`src/rtl/mult_pkg.sv`:
```
// Shared definitions for the sequential shift-add multiplier.
package mult_pkg;

  typedef enum logic [1:0] {
    IDLE = 2'd0,
    CALC = 2'd1,
    DONE = 2'd2
  } state_t;

endpackage

```
`src/rtl/addsub.sv`:
```
// Combinational add/subtract used for the per-iteration partial product.
module addsub #(
  parameter int W = 9
) (
  input  logic [W-1:0] x,
  input  logic [W-1:0] y,
  input  logic         sub,
  output logic [W-1:0] s
);

  // sub=1 gives x-y (signed multiplier MSB weight is negative), else x+y
  assign s = sub ? (x - y) : (x + y);

endmodule

```
`src/rtl/seq_multiplier.sv`:
```
// Radix-2 sequential multiplier, one multiplier bit per cycle, LSB first.
//
// state | meaning
// ------+-------------------------------------------------------------
// IDLE  | waiting for start; operands latched on the accepting edge
// CALC  | WIDTH iterations of add/subtract + shift, busy=1
// DONE  | product registered in m, done=1 for this single cycle
module seq_multiplier
  import mult_pkg::*;
#(
  parameter int WIDTH = 8,
  parameter int CNT_W = $clog2(WIDTH) + 1
) (
  input  logic               clk,
  input  logic               rst,
  input  logic               start,
  input  logic               is_signed,
  input  logic [WIDTH-1:0]   a,
  input  logic [WIDTH-1:0]   b,
  output logic [2*WIDTH-1:0] m,
  output logic               busy,
  output logic               done
);

  state_t             state;
  state_t             state_next;
  logic [WIDTH-1:0]   a_q;
  logic               sgn_q;
  logic [CNT_W-1:0]   cnt;
  // {upper half (WIDTH+1 bits), lower half}; the lower half starts as the
  // multiplier and fills with product bits as it shifts right
  logic [2*WIDTH:0]   acc;
  logic [2*WIDTH:0]   acc_next;
  logic [WIDTH:0]     a_ext;
  logic [WIDTH:0]     upper;
  logic [WIDTH:0]     sum;
  logic [WIDTH:0]     partial;
  logic               last;
  logic               sub;
  logic               accept;

  assign accept = (state == IDLE) && start;
  assign last   = (cnt == CNT_W'(WIDTH - 1));
  assign a_ext  = {sgn_q & a_q[WIDTH-1], a_q};
  assign upper  = acc[2*WIDTH:WIDTH];
  assign sub    = sgn_q & last;

  addsub #(.W(WIDTH + 1)) u_addsub (
    .x   (upper),
    .y   (a_ext),
    .sub (sub),
    .s   (sum)
  );

  // one iteration: conditional add/subtract, then arithmetic or logical shift
  always_comb begin
    partial  = acc[0] ? sum : upper;
    acc_next = {sgn_q & partial[WIDTH], partial, acc[WIDTH-1:1]};
  end

  // state register
  always_ff @(posedge clk) begin
    if (rst) state <= IDLE;
    else     state <= state_next;
  end

  // next-state and status outputs
  always_comb begin
    state_next = state;
    busy       = 1'b0;
    done       = 1'b0;
    case (state)
      IDLE: if (start) state_next = CALC;
      CALC: begin
        busy = 1'b1;
        if (last) state_next = DONE;
      end
      DONE: begin
        done       = 1'b1;
        state_next = IDLE;
      end
      default: state_next = IDLE;
    endcase
  end

  // operand capture, iteration datapath and product register
  always_ff @(posedge clk) begin
    if (rst) begin
      a_q   <= '0;
      sgn_q <= 1'b0;
      cnt   <= '0;
      acc   <= '0;
      m     <= '0;
    end else if (accept) begin
      a_q   <= a;
      sgn_q <= is_signed;
      cnt   <= '0;
      acc   <= {{(WIDTH + 1){1'b0}}, b};
    end else if (state == CALC) begin
      acc <= acc_next;
      cnt <= cnt + CNT_W'(1);
      if (last) m <= acc_next[2*WIDTH-1:0];
    end
  end

endmodule

```
`config.mk`:
```
export PLATFORM = sky130hd
export DESIGN_NAME = seq_multiplier
export DESIGN_NICKNAME = d
export VERILOG_FILES = /design/src/rtl/mult_pkg.sv /design/src/rtl/addsub.sv /design/src/rtl/seq_multiplier.sv
export SDC_FILE = /design/constraint.sdc
export NUM_CORES = 1
export LEC_CHECK = 0
export ABC_CLOCK_PERIOD_IN_PS = 5000
export BUFFER_PORTS_ARGS = -buffer_cell sky130_fd_sc_hd__buf_2
export CORE_MARGIN = 8
export CORE_UTILIZATION = 47
export CTS_CLUSTER_DIAMETER = 80
export DETAILED_ROUTE_END_ITERATION = 7
export GPL_TIMING_DRIVEN = 0
export PLACE_DENSITY = 0.68
export SYNTH_ARGS = -nofsm -noshare
export SYNTH_HDL_FRONTEND = slang
export SYNTH_SLANG_ARGS = --single-unit
```
`constraint.sdc`:
```
create_clock -name clk -period 5 [get_ports clk]
set_clock_uncertainty 0.05 [all_clocks]
set_input_delay 0.5 -clock clk [delete_from_list [all_inputs] [get_ports clk]]
set_output_delay 0.5 -clock clk [all_outputs]
set_load 0.01 [all_outputs]
```
Word-level counts from Yosys, hierarchy flattened:

Cells that the tools add are included.

* multipliers: 0
* reduce and logical (&&, ||, !) cells: 6
* $lt $le $gt $ge: 0
* $add $sub $neg: 3
* bitwise gates (word level): 4
* equality and inequality tests: 5
* multiplexer cells: 9
* div/mod/pow operators: 0
* shifts and indexed selects: 0

Operator list (number)
* $mux W9: 2
* $mux W8: 2
* $add A9 B9 Y9: 1
* $sub A9 B9 Y9: 1
* $add A4 B1 Y4 const B: 1
* $eq A4 B3 Y1 const B: 1
* $mux W2: 2
* $ne A2 B2 Y1 const B: 2
* $pmux W2 S2: 1
* $and A1 B1 Y1: 3
* $reduce_and A3 Y1: 1
* $eq A2 B1 Y1 const B: 1
* $eq A2 B2 Y1 const B: 1
* $logic_not A2 Y1: 1
* $mux W1: 2
* $reduce_and A2 Y1: 1
* $reduce_bool A2 Y1: 1
* $reduce_or A2 Y1: 1
* $logic_and A1 B1 Y1: 1
* $not A1 Y1: 1

* memories kept: 0
* ROM bits: 0
* flip-flop bits (word level): 48
* bits in latches: 0
* bits of input ports: 20
* output and inout bits: 18
* RAM bits: 0

Depth between registers and ports, before layout:

* word-level depth: 6
* depth in mapped cells: 13
* gate-level depth less buffers: 13

Modules after synthesis:

Synthesis repeated with hierarchy kept, for this count alone.

* cells, all modules: 283
* area, all modules: 2562.5 um^2

Modules (own cells, without submodules)
* seq_multiplier: instances 1, seq. area each 960.9 um^2, area each 2038.2 um^2, cells each 215
* addsub: instances 1, seq. area each 0.0 um^2, area each 524.3 um^2, cells each 68

Worst setup path after synthesis:

OpenSTA, ideal clock, no wires.

* path kind: flip-flop to flip-flop
* from: register a_q[2]
* to: register acc[16]
* setup time: 122 ps
* clock period less this slack: 3000 ps
* data arrival time: 2828 ps
* stages on the path, launching flop included: 10
* path slack: 2000 ps
* path through: dfxtp_1 -> or3_4 -> or3_1 -> o31ai_1 -> xor2_1 -> ha_1 -> a21o_1 -> or4_4 -> and3_1 -> a311o_1

* longest elaborated chain between the ends: 4

RTL lines
* from (decl): RTL line seq_multiplier.sv:27 `logic [WIDTH-1:0] a_q;`
* from (signal assigned): RTL line seq_multiplier.sv:89 `a_q <= '0;`
* from (signal assigned): RTL line seq_multiplier.sv:95 `a_q <= a;`
* $add A9 B9 Y9 / $sub A9 B9 Y9 (equally long branches): RTL line addsub.sv:12 `assign s = sub ? (x - y) : (x + y);`
* $mux W9 (*): RTL line addsub.sv:12
* $mux W9 (*): RTL line seq_multiplier.sv:57 `partial = acc[0] ? sum : upper;`
* $and A1 B1 Y1 (*): RTL line seq_multiplier.sv:58 `acc_next = {sgn_q & partial[WIDTH], partial, acc[WIDTH-1:1]};`
* to (signal assigned): RTL line seq_multiplier.sv:98 `acc <= {{(WIDTH + 1){1'b0}}, b};`
* to (signal assigned): RTL line seq_multiplier.sv:100 `acc <= acc_next;`
* to (decl): RTL line seq_multiplier.sv:32 `logic [2*WIDTH:0] acc;`

Mark *: on every way between the ends. The rest lies on a longest branch, timed or not.
A chain may end at the register's enable or synchronous reset.

Worst setup path after layout:

* from: register cnt[0]
* to: register m[12]

* longest elaborated chain between the ends: 4

RTL lines
* from (decl): RTL line seq_multiplier.sv:29 `logic [CNT_W-1:0] cnt;`
* from (signal assigned): RTL line seq_multiplier.sv:101 `cnt <= cnt + CNT_W'(1);`
* $eq A4 B3 Y1 (*): RTL line seq_multiplier.sv:43 `assign last = (cnt == CNT_W'(WIDTH - 1));`
* $and A1 B1 Y1: RTL line seq_multiplier.sv:46 `assign sub = sgn_q & last;`
* $mux W9: RTL line addsub.sv:12
* $mux W9: RTL line seq_multiplier.sv:57
* to (signal assigned): RTL line seq_multiplier.sv:102 `if (last) m <= acc_next[2*WIDTH-1:0];`
* to (decl): RTL line seq_multiplier.sv:20 `output logic [2*WIDTH-1:0] m,`

Marked as above.

==> reports/metrics.json <==
{
  "timing": {
    "finalSetupViolCount": 0,
    "tightest_slew_margin_relative_to_the_limit": 0.521,
    "tightestPinTransition_ps": 700,
    "final_max_tran_viols": 0,
    "postLayoutSetupSlackWorst_ps": 1480,
    "setup_repair_after_global_routing_missed_its_margin": "false",
    "hold_viol": 0,
    "totalNegativeSetupSlack_ps": 0,
    "fmax_mhz": 284,
    "fin_crit_sh": 0.705,
    "period_needed_ps": 3520
  },
  "worst_setup_path": {
    "critPathBufInv": 0,
    "crit_cells": 12,
    "critical_path.endpoint_type": "flip-flop",
    "critical-path-max-stage-delay_ps": 650,
    "critical_path_class": "reg2reg",
    "critPathMaxFanout": 6,
    "crit_arrival_ps": 3640,
    "critical_path.cell_chain": "ha_1, nand2_1, nor2_1, nand2_1, mux2i_1, ha_1, nor2b_1, o21ai_0, a21boi_0, o211a_1, a2111oi_0, a211oi_1",
    "cp_top_family": "compound AO/OA/AOI/OAI gates",
    "rr_worst_depth": 12,
    "timing.critical_path.from_type": "flip-flop",
    "required_ps": 5110,
    "cp_slowest_cell": "sky130_fd_sc_hd__a2111oi_0"
  },
  "die": {
    "ioPinCount": 38,
    "die_area_um2": 7540,
    "std_cell_rows": 25,
    "dieWidth_um": 86.8,
    "initial_core_util": 0.493,
    "coreArea_um2": 4790,
    "die_height_um": 86.8
  },
  "layout": {
    "fin_cells": 401,
    "layout-drive-gt1-share": 0.147,
    "diodes": 0,
    "syn_to_final_growth_pct": 16.6,
    "num-nets-final": 364,
    "post-route-cell-area_um2": 2750
  },
  "clock_tree": {
    "htreeDepth": 2,
    "clk_pin_slew_ps": 90,
    "cts-buffers-inserted": 5,
    "root_buf_cell": "sky130_fd_sc_hd__clkbuf_8",
    "clk_latency_ps": 300,
    "cts_buffer_depth": 2,
    "hold_buffers": 0,
    "post_cts_resized": 0,
    "clock_sinks": 48,
    "tritoncts": "built",
    "cts_post_setup_buffers_inserted": 0
  },
  "synthesis": {
    "synth_area_per_cell_um2": 8.13,
    "yosys.area.top_type": "sky130_fd_sc_hd__dfxtp_1",
    "postSynthRegisterBits": 48,
    "async_reset_ff_frac": 0,
    "synth-seq-area-share": 0.407,
    "post_synth_most_frequent_cells": "62 x sky130_fd_sc_hd__nand2_1, 48 x sky130_fd_sc_hd__dfxtp_1, 37 x sky130_fd_sc_hd__a21oi_1, 26 x sky130_fd_sc_hd__nor2_1",
    "synth.most_common_cell": "sky130_fd_sc_hd__nand2_1",
    "synth_top_cells_by_area": "sky130_fd_sc_hd__dfxtp_1 41%, sky130_fd_sc_hd__nand2_1 9.9%, sky130_fd_sc_hd__a21oi_1 7.9%",
    "synth_top_area_share": 0.407,
    "ys.warnings.count": 0,
    "synth_nets": 321,
    "synth.lib_cells_used.distinct": 45,
    "synthCells": 290,
    "ys.flop_type": "sky130_fd_sc_hd__dfxtp_1",
    "synth-edff-count": 0,
    "synthesis.area_um2": 2360
  },
  "pwr": {
    "clock_power_share": 0.345,
    "worst_ir_drop_vdd_uv": 195,
    "switching_share": 0.278,
    "power.leakage_nw": 1.13,
    "comb_power_share": 0.193,
    "power.internal_mw": 0.643,
    "power.sequential.fraction": 0.462,
    "p_per_area_nw_per_um2": 324,
    "power.net_switching_mw": 0.248,
    "total_power_mw": 0.891
  },
  "route": {
    "post-route-drc-count": 0,
    "antenna_left": 0,
    "detailedRoute.firstIterationViolations": 104,
    "viasPerCell": 5.31,
    "drt_first_pass_iters": 4,
    "detailroute.via_count": 2129,
    "routed_wl_mm": 5.74,
    "wl_per_instance_um": 14.3
  },
  "global_route": {
    "grt_overflow": 0,
    "track_usage": 0.158,
    "grt_max_degree": 15,
    "vias_in_the_first_global_route": 1999,
    "grt_first_pass_wirelength_mm": 9.52,
    "antenna_violations_before_repair": 0
  },
  "placement": {
    "dp_hpwl_mm": 4.40,
    "buffer_ports.inserted": 36,
    "gpl.final_weighted_congestion": 0.817,
    "post-place-cells": 393,
    "placed_area_um2": 2620,
    "preCtsSetupSlack_ps": 1490
  },
  "status": {
    "result_of_the_run": "complete, no violations"
  },
  "worst_hold_path": {
    "hold_path_cells": 3,
    "min_path_type": "in2reg"
  },
  "run": {
    "timing.max_cap.violations": 0
  }
}
-- power groups by stage --
stage	registers [mW]	logic, mW	clock network, mW
global placement	0.420	0.168	0
floorplan	0.415	0.131	0
global route	0.414	0.195	0.329
detailed placement	0.420	0.171	0
CTS	0.411	0.172	0.311
finish	0.412	0.172	0.307
-- sequential cells by signal, summed over array words and instances, names as in the netlist --
name   cells
cnt        4
sgn_q      1
acc       17
state      2
m         16
a_q        8
-- placed cells by master (no fill, tap or decap), drive strengths merged, types with 2 or more instances in the layout --
master,netlist,layout
nor3b,2,2
inv,8,8
o31ai,3,3
a21o,3,3
nor3,4,4
nor4,2,2
nand2,62,62
xnor2,5,5
or3,2,2
xor2,8,8
a211oi,11,11
and3,2,2
clkbuf,11,18
dfxtp,48,48
mux2i,4,4
a21oi,37,37
nor2,26,26
nor2b,3,3
ha,10,10
a2111oi,2,2
a22oi,7,7
buf,3,39
o21ai,5,5
nand2b,4,4
-- through the flow --
stage / hold WS [ps] / util
after floorplan: 396 / -
after global placement: 391 / 0.548
after detailed placement: 393 / 0.548
after CTS: 378 / 0.574
after global routing: 382 / 0.574
final: 376 / 0.574
-- layer usage --
layer  vias up  part of all wire  global-route usage
met5         -                 0                   0
met4         0             0.014              0.0469
met3         8             0.033              0.0397
met2        31              0.45               0.244
met1       991              0.51               0.208
li1       1099                 -                   -
-- worst reg2reg max path: stages (launching register included) --
cell	delay [ps]
sky130_fd_sc_hd__dfxtp_1	400
sky130_fd_sc_hd__ha_1	210
sky130_fd_sc_hd__nand2_1	60
sky130_fd_sc_hd__nor2_1	200
sky130_fd_sc_hd__nand2_1	200
sky130_fd_sc_hd__mux2i_1	350
sky130_fd_sc_hd__ha_1	290
sky130_fd_sc_hd__nor2b_1	120
sky130_fd_sc_hd__o21ai_0	180
sky130_fd_sc_hd__a21boi_0	260
sky130_fd_sc_hd__o211a_1	280
sky130_fd_sc_hd__a2111oi_0	650
sky130_fd_sc_hd__a211oi_1	150
-- cells by family (layout without fill, tap and decap cells) --
logic type | Yosys count | count (layout) | share of synthesized area
AO/OA/AOI/OAI | 79 | 79 | 0.218
multiplexers | 4 | 4 | 0.0170
flip-flops | 48 | 48 | 0.407
adder cells (fa/ha/maj) | 11 | 11 | 0.0615
buffers and inverters | 22 | 66 | 0.0350
AND/OR/NAND/NOR | 113 | 113 | 0.213
XOR/XNOR | 13 | 13 | 0.0483
-- path summary, 6_finish.rpt --
check / startpoint / endpoint / slack [ps]
worst max register to register: cnt[0] / m[12] / 1480
worst min register to register: m[3] / m[3] / 400
worst max-delay path: cnt[0] / m[12] / 1480
worst min-delay path: is_signed / sgn_q / 380
-- area by class of cell --
class                      count  area (µm²)
clock inverter                 1        30.0
fill                         469        2040
multi-input combinational    220        1320
buffer                        14        52.6
sequential                    48         961
clock buffer                   7        96.3
inverter                       8        30.0
timing repair buffer          36         180
tap                           67        83.8
No activity file was read; power rests on OpenSTA's default activity.
